## src/rtl/lsu_pkg.sv

```systemverilog
// Shared types and encodings for the load/store unit.
package lsu_pkg;

   typedef enum logic [1:0] {
      ST_IDLE = 2'b00,
      ST_REQ  = 2'b01,
      ST_WAIT = 2'b10,
      ST_DONE = 2'b11
   } lsu_state_t;

   // RV32I load/store width and sign codes
   localparam logic [2:0] F3_B  = 3'b000;
   localparam logic [2:0] F3_H  = 3'b001;
   localparam logic [2:0] F3_W  = 3'b010;
   localparam logic [2:0] F3_BU = 3'b100;
   localparam logic [2:0] F3_HU = 3'b101;

   // fault_cause encodings
   localparam logic [1:0] CAUSE_NONE     = 2'b00;
   localparam logic [1:0] CAUSE_MISALIGN = 2'b01;
   localparam logic [1:0] CAUSE_ILLEGAL  = 2'b10;
   localparam logic [1:0] CAUSE_TIMEOUT  = 2'b11;

endpackage

```

## src/rtl/load_extend.sv

```systemverilog
// Picks the addressed byte/half out of a read word and sign/zero extends it.
module load_extend
   import lsu_pkg::*;
(
   input  logic [31:0] rdata,
   input  logic [1:0]  offset,
   input  logic [2:0]  funct3,
   output logic [31:0] result
);

   logic [7:0]  byte_sel;
   logic [15:0] half_sel;

   // lane select followed by extension according to the load flavour
   always_comb begin
      case (offset)
         2'b00:   byte_sel = rdata[7:0];
         2'b01:   byte_sel = rdata[15:8];
         2'b10:   byte_sel = rdata[23:16];
         default: byte_sel = rdata[31:24];
      endcase
      half_sel = offset[1] ? rdata[31:16] : rdata[15:0];
      case (funct3)
         F3_B:    result = {{24{byte_sel[7]}}, byte_sel};
         F3_H:    result = {{16{half_sel[15]}}, half_sel};
         F3_BU:   result = {24'h000000, byte_sel};
         F3_HU:   result = {16'h0000, half_sel};
         default: result = rdata;
      endcase
   end

endmodule

```

## src/rtl/load_store_unit.sv

```systemverilog
// Data-memory access engine: req/gnt + rvalid handshake, store lane
// steering, load alignment/extension, pipeline stall and fault reporting.
module load_store_unit
   import lsu_pkg::*;
#(
   parameter int TIMEOUT_CYCLES = 255
) (
   input  logic        clk,
   input  logic        reset,
   input  logic        op_valid,
   input  logic        op_load,
   input  logic        op_store,
   input  logic [2:0]  funct3,
   input  logic [31:0] addr,
   input  logic [31:0] store_data,
   output logic        stall,
   output logic [31:0] load_data,
   output logic        load_valid,
   output logic        fault,
   output logic [1:0]  fault_cause,
   output logic        mem_req,
   output logic        mem_we,
   output logic [31:0] mem_addr,
   output logic [3:0]  mem_be,
   output logic [31:0] mem_wdata,
   input  logic        mem_gnt,
   input  logic        mem_rvalid,
   input  logic [31:0] mem_rdata
);

   localparam int CNT_W = $clog2(TIMEOUT_CYCLES + 1);
   localparam logic [CNT_W-1:0] CNT_LAST = CNT_W'(TIMEOUT_CYCLES - 1);

   lsu_state_t       state;
   logic [CNT_W-1:0] cnt;
   logic             is_load_q;
   logic [2:0]       f3_q;
   logic [1:0]       off_q;

   logic             op_one;
   logic             f3_ok;
   logic             acc_illegal;
   logic             acc_misalign;
   logic             acc_legal;
   logic [3:0]       be_next;
   logic [31:0]      wdata_next;
   logic [31:0]      ext_data;

   load_extend u_load_extend (
      .rdata  (mem_rdata),
      .offset (off_q),
      .funct3 (f3_q),
      .result (ext_data)
   );

   // classify the execute-stage op and build store lanes
   always_comb begin
      op_one = op_load ^ op_store;
      if (op_store)
         f3_ok = (funct3 == F3_B) || (funct3 == F3_H) || (funct3 == F3_W);
      else
         f3_ok = (funct3 == F3_B) || (funct3 == F3_H) || (funct3 == F3_W) ||
                 (funct3 == F3_BU) || (funct3 == F3_HU);
      acc_illegal  = op_valid && !(op_one && f3_ok);
      acc_misalign = op_valid && op_one && f3_ok &&
                     (((funct3[1:0] == 2'b01) && addr[0]) ||
                      ((funct3[1:0] == 2'b10) && (addr[1:0] != 2'b00)));
      acc_legal    = op_valid && op_one && f3_ok && !acc_misalign;

      be_next    = 4'b1111;
      wdata_next = 32'h0;
      if (op_store) begin
         case (funct3)
            F3_B: begin
               be_next    = 4'b0001 << addr[1:0];
               wdata_next = {4{store_data[7:0]}};
            end
            F3_H: begin
               be_next    = 4'b0011 << {addr[1], 1'b0};
               wdata_next = {2{store_data[15:0]}};
            end
            default: begin
               be_next    = 4'b1111;
               wdata_next = store_data;
            end
         endcase
      end

      stall = ((state == ST_IDLE) && acc_legal) ||
              (state == ST_REQ) || (state == ST_WAIT);
   end

   // capture the accepted op's attributes for the rest of the access
   always_ff @(posedge clk) begin
      if ((state == ST_IDLE) && acc_legal) begin
         is_load_q <= op_load;
         f3_q      <= funct3;
         off_q     <= addr[1:0];
      end
   end

   // access sequencer with registered bus and result outputs
   always_ff @(posedge clk) begin
      if (reset) begin
         state       <= ST_IDLE;
         cnt         <= '0;
         load_data   <= 32'h0;
         load_valid  <= 1'b0;
         fault       <= 1'b0;
         fault_cause <= CAUSE_NONE;
         mem_req     <= 1'b0;
         mem_we      <= 1'b0;
         mem_addr    <= 32'h0;
         mem_be      <= 4'b0000;
         mem_wdata   <= 32'h0;
      end else begin
         load_valid  <= 1'b0;
         fault       <= 1'b0;
         fault_cause <= CAUSE_NONE;
         case (state)
            ST_IDLE: begin
               cnt <= '0;
               if (acc_illegal) begin
                  fault       <= 1'b1;
                  fault_cause <= CAUSE_ILLEGAL;
               end else if (acc_misalign) begin
                  fault       <= 1'b1;
                  fault_cause <= CAUSE_MISALIGN;
               end else if (acc_legal) begin
                  state     <= ST_REQ;
                  mem_req   <= 1'b1;
                  mem_we    <= op_store;
                  mem_addr  <= {addr[31:2], 2'b00};
                  mem_be    <= be_next;
                  mem_wdata <= wdata_next;
               end
            end
            ST_REQ: begin
               if (mem_gnt) begin
                  mem_req <= 1'b0;
                  cnt     <= '0;
                  state   <= is_load_q ? ST_WAIT : ST_DONE;
               end else if (cnt == CNT_LAST) begin
                  mem_req     <= 1'b0;
                  load_data   <= 32'h0;
                  fault       <= 1'b1;
                  fault_cause <= CAUSE_TIMEOUT;
                  cnt         <= '0;
                  state       <= ST_IDLE;
               end else begin
                  cnt <= cnt + 1'b1;
               end
            end
            ST_WAIT: begin
               if (mem_rvalid) begin
                  load_data  <= ext_data;
                  load_valid <= 1'b1;
                  cnt        <= '0;
                  state      <= ST_DONE;
               end else if (cnt == CNT_LAST) begin
                  load_data   <= 32'h0;
                  fault       <= 1'b1;
                  fault_cause <= CAUSE_TIMEOUT;
                  cnt         <= '0;
                  state       <= ST_IDLE;
               end else begin
                  cnt <= cnt + 1'b1;
               end
            end
            default: begin
               cnt   <= '0;
               state <= ST_IDLE;
            end
         endcase
      end
   end

endmodule

```

## config.mk

```make
export PLATFORM = sky130hd
export DESIGN_NAME = load_store_unit
export DESIGN_NICKNAME = d
export VERILOG_FILES = /design/src/rtl/lsu_pkg.sv /design/src/rtl/load_extend.sv /design/src/rtl/load_store_unit.sv
export SDC_FILE = /design/constraint.sdc
export NUM_CORES = 1
export LEC_CHECK = 0
export CORE_MARGIN = 3
export CORE_UTILIZATION = 35
export CTS_CLUSTER_DIAMETER = 150
export CTS_CLUSTER_SIZE = 16
export DETAILED_ROUTE_END_ITERATION = 6
export MAX_ROUTING_LAYER = met4
export PLACE_DENSITY = 0.75
export SYNTH_ARGS = -nofsm -noshare
export SYNTH_HDL_FRONTEND = slang
export SYNTH_HIERARCHICAL = 1
export SYNTH_SLANG_ARGS = --single-unit
```

## constraint.sdc

```tcl
create_clock -name clk -period 4 [get_ports clk]
set_input_delay 0.8 -clock clk [delete_from_list [all_inputs] [get_ports clk]]
set_output_delay 0.8 -clock clk [all_outputs]
set_load 0.05 [all_outputs]
```

# ---- Yosys cells after proc, flatten, opt, wreduce, memory -nomap -nowiden
# Cells that the tools add are included.
dict set report word_totals {
  input_bits 106
  output_inout_bits 107
  wordCells 113
  register_bits 120
}
dict set report op_classes {
  n_eq_ne 19
  n_addsub 1
  reduce_logical 30
  n_mux 43
  bitwise 4
  n_shift 2
}
# operator n
set ops {}
lappend ops {{$mux W32} 4}
lappend ops {{$pmux W32 S2} 2}
lappend ops {{$pmux W32 S4} 1}
lappend ops {{$mux W8} 3}
lappend ops {{$pmux W8 S3} 1}
lappend ops {{$mux W2} 10}
lappend ops {{$mux W16} 1}
lappend ops {{$pmux W8 S2} 1}
lappend ops {{$mux W1} 14}
lappend ops {{$eq A3 B3 Y1 const B} 4}
lappend ops {{$pmux W2 S3} 2}
lappend ops {{$logic_and A1 B1 Y1} 9}
lappend ops {{$add A8 B1 Y8 const B} 1}
lappend ops {{$eq A8 B8 Y1 const B} 1}
lappend ops {{$ne A2 B2 Y1 const B} 4}
lappend ops {{$pmux W4 S2} 1}
lappend ops {{$logic_or A1 B1 Y1} 7}
lappend ops {{$eq A2 B1 Y1 const B} 3}
lappend ops {{$eq A2 B2 Y1 const B} 3}
lappend ops {{$eq A3 B1 Y1 const B} 2}
lappend ops {{$logic_not A3 Y1} 2}
lappend ops {{$reduce_bool A2 Y1} 3}
lappend ops {{$reduce_and A5 Y1} 1}
lappend ops {{$logic_not A2 Y1} 2}
lappend ops {{other kinds (14)} 17}

# ---- Longest topological paths before layout
# Gate-level depths: netlist (run 1).
dict set report depth {
  word_depth 14
  depth_mapped 10
  ltp_nobuf 7
}

# ---- Modules after synthesis
# The synthesis (run 1) kept the hierarchy.
# mod n_inst area_per_inst_um2 cells_per_inst
set modules_own_cells {}
lappend modules_own_cells {load_store_unit 1 4833.4 551}
lappend modules_own_cells {load_extend 1 723.2 131}

# ---- Worst setup path before layout (run 1)
# OpenSTA, ideal clock, no wires.
dict set report synth_timing {
  kind {input to output}
  start {input funct3[0]}
  end {output stall}
  t_arrival_ns 2.159
  setup_slack_ns 1.041
  cell_stages 7
  required_time_ns 3.200
  path_buffers 3
  path_cell_list {buf_2 > a211oi_2 > nand2_1 > a211o_1 > buf_6 > buf_6 > nand2b_1}
}
dict set report synth_via {
  elab_chain_cells 13
  elab_cells_between_ends 22
}
# element line_no
set synth_lines {}
lappend synth_lines {{start: declaration} load_store_unit.sv:13} ;# input logic [2:0] funct3,
lappend synth_lines {{$eq A3 B1 Y1 or $logic_not A3 Y1 (tied branches)} {load_store_unit.sv:60, load_store_unit.sv:62}}
lappend synth_lines {{$logic_or A1 B1 Y1 (2 in series)} {load_store_unit.sv:60, load_store_unit.sv:62}}
lappend synth_lines {{$logic_or A1 B1 Y1} load_store_unit.sv:62} ;# f3_ok = (funct3 == F3_B) || (funct3 == F3_H) || (funct3 == F3_W) ||
lappend synth_lines {{$logic_or A1 B1 Y1} load_store_unit.sv:63} ;# (funct3 == F3_BU) || (funct3 == F3_HU);
lappend synth_lines {{$mux W1} load_store_unit.sv:59} ;# if (op_store)
lappend synth_lines {{$logic_and A1 B1 Y1} {load_store_unit.sv:65, load_store_unit.sv:68}}
lappend synth_lines {{$logic_and A1 B1 Y1} load_store_unit.sv:65} ;# acc_misalign = op_valid && op_one && f3_ok &&
lappend synth_lines {{$logic_not A1 Y1} load_store_unit.sv:68} ;# acc_legal = op_valid && op_one && f3_ok && !acc_misalign;
lappend synth_lines {{$logic_and A1 B1 Y1 *} load_store_unit.sv:68}
lappend synth_lines {{$logic_and A1 B1 Y1 *} load_store_unit.sv:89} ;# stall = ((state == ST_IDLE) && acc_legal) ||
lappend synth_lines {{$logic_or A1 B1 Y1 *} load_store_unit.sv:89}
lappend synth_lines {{$logic_or A1 B1 Y1 *} load_store_unit.sv:90} ;# (state == ST_REQ) || (state == ST_WAIT);
lappend synth_lines {{end: declaration} load_store_unit.sv:16} ;# output logic stall,
# Every way passes the cells marked *; elsewhere a longest branch is shown, timed or not.

# ---- Worst setup path after layout (run 1)
# Ends and elaborated chain as after synthesis.

==> impl_results.md, run 1 <==
- Number of CTS-inserted buffers: 17
- Most used DFF post-synth: dfxtp_1
- Global-route wire length before repair: 27200 µm
- Min-delay src: mem_wdata[8]$_SDFFE_PP0P_
- Avg Inst Size Synth: 8.15 µm²
- IR drop worst, VDD: between 0.2 and 0.3 mV
- Largest family of logic cells by synthesized area: simple AND/OR/NAND/NOR gates
- GR Overflow Total: 0
- Dpl hpwl: approximately 12000 µm
- Max Fclk: 299 MHz
- Routability Congestion: 0.833
- Placed cell areas: 7720 µm²
- Max-slew headroom: a little over two fifths
- Max cap viols: 0
- Top cells by area, synth: dfxtp_1 (41%), nand2_1 (10%), a21oi_1 (6.1%)
- Final min period: 3.34 ns
- Vias per cell: between 5 and 6
- Wire per inst: 16.0 µm
- Pwr per Cell Area: 424 nW/µm²
- Status: finished clean
- Initial antenna violation count: 0
- Combinational power share: 18.7%
- Number of global-route vias before repair: 5254
- Area Overhead vs Synth: 49.9%
- Yosys warns: 6
- Least-Margin Pin Slew: 0.857 ns
- ANT cells: 0
- Final setup violation count: 0
- Pre-antenna DRT Iters: 5
- DRT iter0 DRCs: 350
- Proportion of layout cells with a drive suffix above 1: under 10%
- Die area: about 17000 µm²
- Clk slew on worst S/H paths: about 0.060 ns
- Post-Syn Area: 5560 µm²
- Final Hold Vio Count: 0
- Hold-fix buffers, CTS: 0
- Final Slew Violations: 0
- Critical path cell sequence: clkdlybuf4s50_1 -> a211oi_2 -> nand2_1 -> a211o_2 -> nand2b_1 -> buf_12
- Clock share of power: between 40 and 50%
- Commonest non-fill, non-tap cell in the layout: clkdlybuf4s50_1
- Adder-cell area share of the yosys netlist: 1.35%
- Root Driver: clkbuf_16
- Synthesis-stage register bit count: 120
- RSZ-0062 raised after global routing: no
- GRT Total Usage: between 15 and 20%
- Mux cell area share after synthesis: 5.43%
- Finished Cell Area: 8330 µm²
- Post-synth ARST share: 0%
- Core ar.: 15400 µm²
- Post-Synth Simple-Gate Area: between 20% and 30%
- Crit path max-delay family: compound AO/OA/AOI/OAI gates
- Crit Path Class: in2out
- Crit path DAT: 2.54 ns
- RR Startpoint: off_q[1]$_DFFE_PP_
- Reg power frac: 36.3%
- Clk_lat worst skew: 0.41 ns
- Crit. End Element: output pin
- Post-cts sizing count: 0
- Cell taking the most area after synthesis: dfxtp_1
- Die Width: ~130 µm
- Buf/Inv on CP: 2
- Sequential fraction of the synthesis area: 44.3%
- Synth Area in Compound Gates: 19.5%
- NetSw: 1010 µW
- Largest net degree at the start of global routing: 75
- Final wirelength: 17400 µm
- CTS Sinks: 120
- Post-synthesis xor/xnor area fraction: 0.946%
- Worst-path maximum fanout: 13
- Max Buffers Root-to-Sink: 2
- Most frequent cells in the layout: clkdlybuf4s50_1 (208), nand2_1 (148), dfxtp_1 (114), a21oi_1 (67), nor2_1 (54)
- Initial Util: 36.1%
- Mapped Cells: 682
- Die Span Y: about 130 µm
- Largest stage delay on the critical path: 0.55 ns
- Buffers on Ports: 210
- Int Pwr: ~2500 µW
- Setup TNS: 0 ns
- EDFF count, synth: 6
- Leakage: 0.00298 µW
- Hold Path Class: reg2reg
- Row count: 45
- # nets final: 977
- Post-route DRC: 0
- Worst Path Required: about 3.2 ns
- CTS tree: done
- Worst Clk Skew: 0.00816 ns
- Distinct cells, synth: 52
- Slowest-stage cell, CP: clkdlybuf4s50_1
- # H-tree levels: 4
- Antenna violation net count after detailed routing: 0
- Sw frac: 28.6%
- Tcrit/Tclk final: between 80% and 90%
- CP Launch Point: funct3[0]
- Post-CTS Setup Inserts: 0
- Startpoint Class: input pin
- Total I/O pin count: 213
- Vias: 5547
- Top-area cell type share of the netlist area: 41.1%
- Fillcell total: 1407
-- power groups by stage --
stage / clock network, µW / registers, µW / logic [µW]
after floorplan: 0 / 1430 / 276
after global placement: 0 / 1310 / 661
after detailed placement: 0 / 1310 / 661
after CTS: 1620 / 1280 / 664
after global routing: 1670 / 1290 / 708
final: 1590 / 1280 / 662
-- worst min-delay path: stages, from the launching register on --
cell and delay (ns):
dfxtp_1 0.31, nand2_1 0.05, a21oi_1 0.05
-- routing by layer --
layer | vias to the layer above | GRT usage, % | part of all wire [%]
met4 | 0 | 6.77 | 1.8
met1 | 2603 | 24.8 | 44
met2 | 203 | 30.4 | 46
li1 | 2721 | - | -
met3 | 20 | 6.56 | 7.9
met5 | - | - | 0
-- synth_stat cells, types with 10 or more instances --
library cell / n
a21oi_1: 68
a22oi_1: 39
buf_2: 13
clkbuf_1: 30
dfxtp_1: 114
inv_1: 10
mux2_2: 17
mux2i_1: 11
nand2_1: 148
nand3_1: 29
nor2_1: 54
nor2b_1: 23
o21ai_0: 25
-- per-stage QoR --
step | worst slack [ns] | std cells | total power [µW] | hold WS (ns) | utilization, %
floorplan | 1.04 | 683 | 1700 | 0.453 | -
detailed placement | 0.655 | 1057 | 1970 | 0.443 | 50.2
CTS | 0.653 | 1089 | 3570 | 0.450 | 54.2
global placement | 0.699 | 1057 | 1970 | 0.438 | 50.2
global route | 0.555 | 1089 | 3670 | 0.467 | 54.2
finish | 0.660 | 1089 | 3530 | 0.450 | 54.2
-- state kept, by name, indices dropped and copies added, names as in the netlist --
register / cells
load_data: 32
mem_wdata: 32
mem_addr: 30
cnt: 8
mem_be: 4
f3_q: 3
fault_cause: 2
off_q: 2
state: 2
fault: 1
is_load_q: 1
load_valid: 1
mem_req: 1
mem_we: 1
-- area by class of cell --
cell class / instances / area [µm²] / share of cell area, %
sequential: 120 / 2460 / 29.6
timing repair buffer: 220 / 2180 / 26.2
clock buffer: 17 / 425 / 5.11
inverter: 11 / 46.3 / 0.556
clock inverter: 15 / 188 / 2.25
multi-input combinational: 495 / 2760 / 33.1
tap: 211 / 264 / 3.17
-- cell families (layout without fill, tap and decap cells) --
family                   after synthesis  count (layout)
buffers and inverters                 68             263
XOR/XNOR                               6               6
multiplexers                          28              28
AND/OR/NAND/NOR                      282             282
flip-flops                           120             120
adder cells (fa/ha/maj)                6               6
AO/OA/AOI/OAI                        171             171
other                                  1               2
-- final timing paths --
path                                     to  slack [ns]  cells past startpoint
setup / recovery                      stall        0.66                      6
hold / removal    mem_wdata[8]$_SDFFE_PP0P_        0.45                      2
setup reg to reg  load_data[9]$_SDFFE_PP0P_        1.66                      6
hold reg to reg   mem_wdata[8]$_SDFFE_PP0P_        0.45                      2
Note: power is estimated with default switching activity, not from simulation.
==> inputs of run 2 (changes only) <==
==> constraint.sdc (replaced) <==
create_clock -name clk -period 3.4 [get_ports clk]
set_input_delay 0.68 -clock clk [delete_from_list [all_inputs] [get_ports clk]]
set_output_delay 0.68 -clock clk [all_outputs]
set_load 0.05 [all_outputs]
==> run 2 against run 1 <==
Net effect:
- power increased by 14%
- combinational power increased by 19%
- via count decreased by 0.31%
- sequential share of layout area about the same
==> impl_results.md, run 2 (synthesis gave the netlist of run 1 again) <==
- Min-delay src: mem_wdata[3]$_SDFFE_PP0P_ (was mem_wdata[8]$_SDFFE_PP0P_)
- Die area: 17400 µm² (unchanged)
- Crit. End Element: output pin (unchanged)
- RR Startpoint: off_q[1]$_DFFE_PP_ (unchanged)
- Worst-path maximum fanout: 7 (was 13)
- Cells on worst reg2reg path: 6 (unchanged)
- Regs by FF count: load_data: 32 flops, mem_wdata: 32 flops, mem_addr: 30 flops (unchanged)
- Reg2reg setup slack: 1.16 ns (was 1.66 ns)
- Final setup violation count: 0 (unchanged)
- Vias per cell: 5.06 (was 5.09)
- Post-CTS Setup Inserts: 0 (unchanged)
- GR Overflow Total: 0 (unchanged)
- Max Buffers Root-to-Sink: 2 (unchanged)
- Max Fclk: 330 MHz
- Max-slew headroom: 24.6% (was 42.8%)
- Wire per inst: 15.9 µm (was 16.0 µm)
- Antenna violation net count after detailed routing: 0 (unchanged)
- Pwr per Cell Area: 484 nW/µm² (was 424 nW/µm²)
- Die Span Y: 132 µm (unchanged)
- Least-Margin Pin Slew: 1.13 ns (was 0.857 ns)
- RSZ-0062 raised after global routing: no (unchanged)
- Final min period: 3.03 ns
- Buffers on Ports: 210 (unchanged)
- Largest net degree at the start of global routing: 105 (was 75)
- Global-route wire length before repair: 27900 µm (was 27200 µm)
- Largest stage delay on the critical path: 0.56 ns (was 0.55 ns)
- Crit path max-delay family: buffers and inverters (was compound AO/OA/AOI/OAI gates)
- Core ar.: 15400 µm² (unchanged)
- Total I/O pin count: 213 (unchanged)
- Crit Path Class: in2out (unchanged)
- Worst Path Required: 2.72 ns (was 3.20 ns)
- Status: finished clean (unchanged)
- Initial antenna violation count: 0 (unchanged)
- IR drop worst, VDD: 0.307 mV (was 0.266 mV)
- # nets final: 980 (was 977)
- Clk_lat worst skew: 0.42 ns (was 0.41 ns)
- Number of CTS-inserted buffers: 17 (unchanged)
- Dpl hpwl: 12200 µm (was 12000 µm)
- Startpoint Class: input pin (unchanged)
- Vias: 5530 (was 5547)
- CTS tree: done (unchanged)
- GRT Total Usage: 20.5% (was 19.9%)
- Hold Path Class: reg2reg (unchanged)
- Post-cts sizing count: 0 (unchanged)
- Final Hold Vio Count: 0 (unchanged)
- Commonest non-fill, non-tap cell in the layout: clkdlybuf4s50_1 (unchanged)
- Most frequent cells in the layout: clkdlybuf4s50_1 (208), nand2_1 (148), dfxtp_1 (114), a21oi_1 (67), nor2_1 (54) (unchanged)
- Row count: 45 (unchanged)
- Clk slew on worst S/H paths: 0.06 ns (about the same)
- Final Slew Violations: 0 (unchanged)
- ANT cells: 0 (unchanged)
- Die Width: 132 µm (unchanged)
- Leakage: 0.00297 µW (was 0.00298 µW)
- Buf/Inv on CP: 2 (unchanged)
- Routability Congestion: 0.848 (was 0.833)
- Root Driver: clkbuf_16 (unchanged)
- DRT iter0 DRCs: 321 (was 350)
- Final wirelength: 17400 µm (about the same)
- # H-tree levels: 4 (unchanged)
- Final core utilization: 54.2% (about the same)
- Worst r2r dst: load_data[30]$_SDFFE_PP0P_ (was load_data[9]$_SDFFE_PP0P_)
- Hold Crit Endpoint: mem_wdata[3]$_SDFFE_PP0P_ (was mem_wdata[8]$_SDFFE_PP0P_)
- Tcrit/Tclk final: 89.0%
- Number of global-route vias before repair: 5398 (was 5254)
- Hold Crit Depth: 2 (unchanged)
- Pre-antenna DRT Iters: 5 (unchanged)
- Post-route DRC: 0 (unchanged)
- Initial Util: 36.1% (unchanged)
- Area Overhead vs Synth: 49.9% (about the same)
- Hold-fix buffers, CTS: 0 (unchanged)
- Critical path cell sequence: clkdlybuf4s50_1 -> a211oi_2 -> nand2_1 -> a211o_2 -> nand2b_1 -> buf_12 (unchanged)
- Proportion of layout cells with a drive suffix above 1: 8.29% (was 8.09%)
- CTS Sinks: 120 (unchanged)
- Worst Clk Skew: 0.00752 ns (was 0.00816 ns)
- Slowest-stage cell, CP: clkdlybuf4s50_1 (unchanged)
- Setup TNS: 0 ns (unchanged)
- Max cap viols: 0 (unchanged)
- Crit path DAT: 2.35 ns (was 2.54 ns)
-- run 2: how the worst max path moves through the flow --
stage | end | cells past startpoint | slack, ns | from
detailed placement | stall | 6 | 0.37 | funct3[0]
CTS | stall | 6 | 0.37 | funct3[0]
finish | stall | 6 | 0.37 | funct3[0]
global placement | stall | 6 | 0.40 | funct3[0]
global route | stall | 6 | 0.25 | funct3[0]
floorplan | stall | 7 | 0.68 | funct3[0]
-- run 2: worst register-to-register path: stages (launching register included) --
cell	delay [ns]
edfxtp_1	0.76
a211oi_1	0.09
or3_1	0.36
or3_1	0.56
o21ai_0	0.17
a22oi_1	0.11
nor2_1	0.12
-- run 2: area by class of cell --
| class | count | area, µm² |
|---|---|---|
| well taps | 211 | 264 |
| clock buffers | 19 | 454 |
| flip-flops and latches | 120 | 2460 |
| inverters | 11 | 46.3 |
| clock inverters | 13 | 120 |
| fillers | 1426 | 7040 |
| multi-input cells | 495 | 2760 |
| repair buffers | 223 | 2220 |
-- run 2: routing by layer --
| metal | vias to the layer above | GRT usage (%) | wire (µm) |
|---|---|---|---|
| met1 | 2546 | 25.1 | 7460 |
| met3 | 30 | 7.21 | 1600 |
| li1 | 2726 | - | - |
| met2 | 228 | 30.7 | 7890 |
| met4 | 0 | 8.52 | 441 |
| met5 | - | - | 0 |
-- run 2: where the power goes --
part	internal [µW]	total (µW)	switching [µW]	leakage, µW
registers	1470	1510	37.6	0.000976
logic	331	785	454	0.00172
clock network	1050	1740	683	0.000271
total	2850	4030	1180	0.00297
-- run 2: per-stage QoR --
stage	setup WS, ns	hold WS [ns]	instances	power, µW	cell area (µm²)
after floorplan	0.681	0.453	683	2000	5560
after global placement	0.402	0.438	1060	2320	7750
after detailed placement	0.367	0.445	1060	2320	7750
after CTS	0.366	0.452	1092	4070	8330
after global routing	0.248	0.471	1092	4190	8330
final	0.373	0.448	1092	4030	8330
==> inputs of run 3 (changes only) <==
--- a/config.mk
+++ b/config.mk
@@ -11,7 +11,7 @@
 export CTS_CLUSTER_SIZE = 16
 export DETAILED_ROUTE_END_ITERATION = 6
 export MAX_ROUTING_LAYER = met4
-export PLACE_DENSITY = 0.75
+export PLACE_DENSITY = 0.72
 export SYNTH_ARGS = -nofsm -noshare
 export SYNTH_HDL_FRONTEND = slang
 export SYNTH_HIERARCHICAL = 1
==> run 3 against run 2 <==
Net effect:
- combinational power about the same
- global-route usage increased by 0.11 points
- first-iteration DRC count increased by 24%
- hold slack about the same
- clock skew increased by 0.0046 ns
- critical path depth unchanged
- final cell count about the same
- largest power group unchanged
==> impl_results.md, run 3 (synthesis gave the netlist of run 1 again) <==
- Hold Path Class: reg2reg (unchanged)
- Total I/O pin count: 213 (unchanged)
- Max Buffers Root-to-Sink: 2 (unchanged)
- Pwr per Cell Area: 492 nW/µm² (was 484 nW/µm²)
- Crit. End Element: output pin (unchanged)
- DRT iter0 DRCs: 398 (was 321)
- Initial antenna violation count: 0 (unchanged)
- Vias per cell: 5.06 (about the same)
- Final Slew Violations: 0 (unchanged)
- Core ar.: 15400 µm² (unchanged)
- Area Overhead vs Synth: 50.2% (was 49.9%)
- Max-slew headroom: 23.5% (was 24.6%)
- Pre-antenna DRT Iters: 5 (unchanged)
- IR drop worst, VDD: 0.337 mV (was 0.307 mV)
- Buffers on Ports: 210 (unchanged)
- CTS tree: done (unchanged)
- Final min period: 3.01 ns (was 3.03 ns)
- Regs by FF count: load_data: 32 flops, mem_wdata: 32 flops, mem_addr: 30 flops (unchanged)
- Root Driver: clkbuf_16 (unchanged)
- Max Fclk: 333 MHz (was 330 MHz)
- Worst Path Required: 2.72 ns (about the same)
- Clk slew on worst S/H paths: 0.06 ns (about the same)
- Post-CTS Setup Inserts: 0 (unchanged)
- Number of global-route vias before repair: 5355 (was 5398)
- Wire per inst: 16.1 µm (was 15.9 µm)
- Vias: 5517 (was 5530)
- CTS Sinks: 120 (unchanged)
- Reg2reg setup slack: 1.10 ns (was 1.16 ns)
- Post-route DRC: 0 (unchanged)
- Post-cts sizing count: 0 (unchanged)
- Leakage: 0.00298 µW (was 0.00297 µW)
- Proportion of layout cells with a drive suffix above 1: 8.30% (was 8.29%)
- Tcrit/Tclk final: 88.4% (was 89.0%)
- PnR Total Power: 4100 µW (was 4030 µW)
- Global-route wire length before repair: 28100 µm (was 27900 µm)
- Least-Margin Pin Slew: 1.15 ns (was 1.13 ns)
- Die area: 17400 µm² (unchanged)
- Setup WS post-layout: 0.395 ns (was 0.373 ns)
- Die Span Y: 132 µm (unchanged)
- Final Hold Vio Count: 0 (unchanged)
- Max cap viols: 0 (unchanged)
- Crit Path Class: in2out (unchanged)
- Die Width: 132 µm (unchanged)
- GRT Total Usage: 20.6% (was 20.5%)
- Placed Cells: 1059 (was 1060)
- GR Overflow Total: 0 (unchanged)
- RSZ-0062 raised after global routing: no (unchanged)
- Clk_lat worst skew: 0.42 ns (about the same)
- # H-tree levels: 4 (unchanged)
- ANT cells: 0 (unchanged)
- Number of CTS-inserted buffers: 17 (unchanged)
- Hold-fix buffers, CTS: 0 (unchanged)
- Crit path DAT: 2.33 ns (was 2.35 ns)
- Worst Clk Skew: 0.0121 ns (was 0.00752 ns)
- Worst-path maximum fanout: 7 (unchanged)
- Fin cells: 1091 (was 1092)
- Fillcell total: 1464 (was 1426)
- Dpl hpwl: 12200 µm (about the same)
- # nets final: 979 (was 980)
- Startpoint Class: input pin (unchanged)
- Routability Congestion: 0.921 (was 0.848)
- Largest net degree at the start of global routing: 105 (unchanged)
- Final setup violation count: 0 (unchanged)
- Commonest non-fill, non-tap cell in the layout: clkdlybuf4s50_1 (unchanged)
- Setup TNS: 0 ns (unchanged)
- Final wirelength: 17600 µm (was 17400 µm)
- Row count: 45 (unchanged)
- Antenna violation net count after detailed routing: 0 (unchanged)
- Fin Hold WS: 0.448 ns (about the same)
- Pre-CTS WS: 0.306 ns (was 0.367 ns)
- Status: finished clean (unchanged)
- Initial Util: 36.1% (unchanged)
- Most frequent cells in the layout: clkdlybuf4s50_1 (208), nand2_1 (148), dfxtp_1 (114), a21oi_1 (67), nor2_1 (54) (unchanged)
-- run 3: cell types whose count changed in the layout (fill, tap and decap cells not counted) --
cell,change
clkbuf_8,+2
buf_4,-1
bufinv_16,+1
clkbuf_1,-1
clkbuf_16,-1
clkinv_2,-1
clkinv_4,+1
inv_6,-1
-- run 3: cell type report --
cell class | instances | area, µm² | area share [%]
multi-input combinational | 495 | 2760 | 33.1
sequential | 120 | 2460 | 29.5
tap | 211 | 264 | 3.16
timing repair buffer | 222 | 2210 | 26.5
clock buffer | 19 | 453 | 5.43
clock inverter | 13 | 145 | 1.74
inverter | 11 | 46.3 | 0.555
-- run 3: where the power goes --
part | switching, µW | internal, µW | total [µW]
logic | 455 | 331 | 786
clock network | 687 | 1120 | 1810
registers | 37.2 | 1470 | 1510
total | 1180 | 2920 | 4100
-- run 3: final timing paths --
kind,startpoint,to,depth (start not counted)
max reg2reg,off_q[1]$_DFFE_PP_,load_data[17]$_SDFFE_PP0P_,6
min,mem_wdata[2]$_SDFFE_PP0P_,mem_wdata[2]$_SDFFE_PP0P_,2
min reg2reg,mem_wdata[2]$_SDFFE_PP0P_,mem_wdata[2]$_SDFFE_PP0P_,2
max,funct3[0],stall,6
-- run 3: critical path: stages --
cell and delay, ns:
clkdlybuf4s50_1 0.58, a211oi_2 0.28, nand2_1 0.10, a211o_2 0.40, nand2b_1 0.13, buf_12 0.14
-- run 3: per-stage QoR --
stage	utilization, %	area [µm²]
2_1_floorplan	-	5560
3_3_place_gp	50.4	7750
3_5_place_dp	50.4	7750
4_1_cts	54.3	8340
5_1_grt	54.3	8340
6_report	54.3	8340
-- run 3: per-layer routing --
metal | wire, µm | vias up | global-route usage, % | share of wire (%)
met1 | 7660 | 2546 | 25.5 | 44
li1 | - | 2724 | - | -
met2 | 7910 | 218 | 30.7 | 45
met3 | 1600 | 29 | 7.86 | 9.1
met4 | 391 | 0 | 7.18 | 2.2
met5 | 0 | - | - | 0
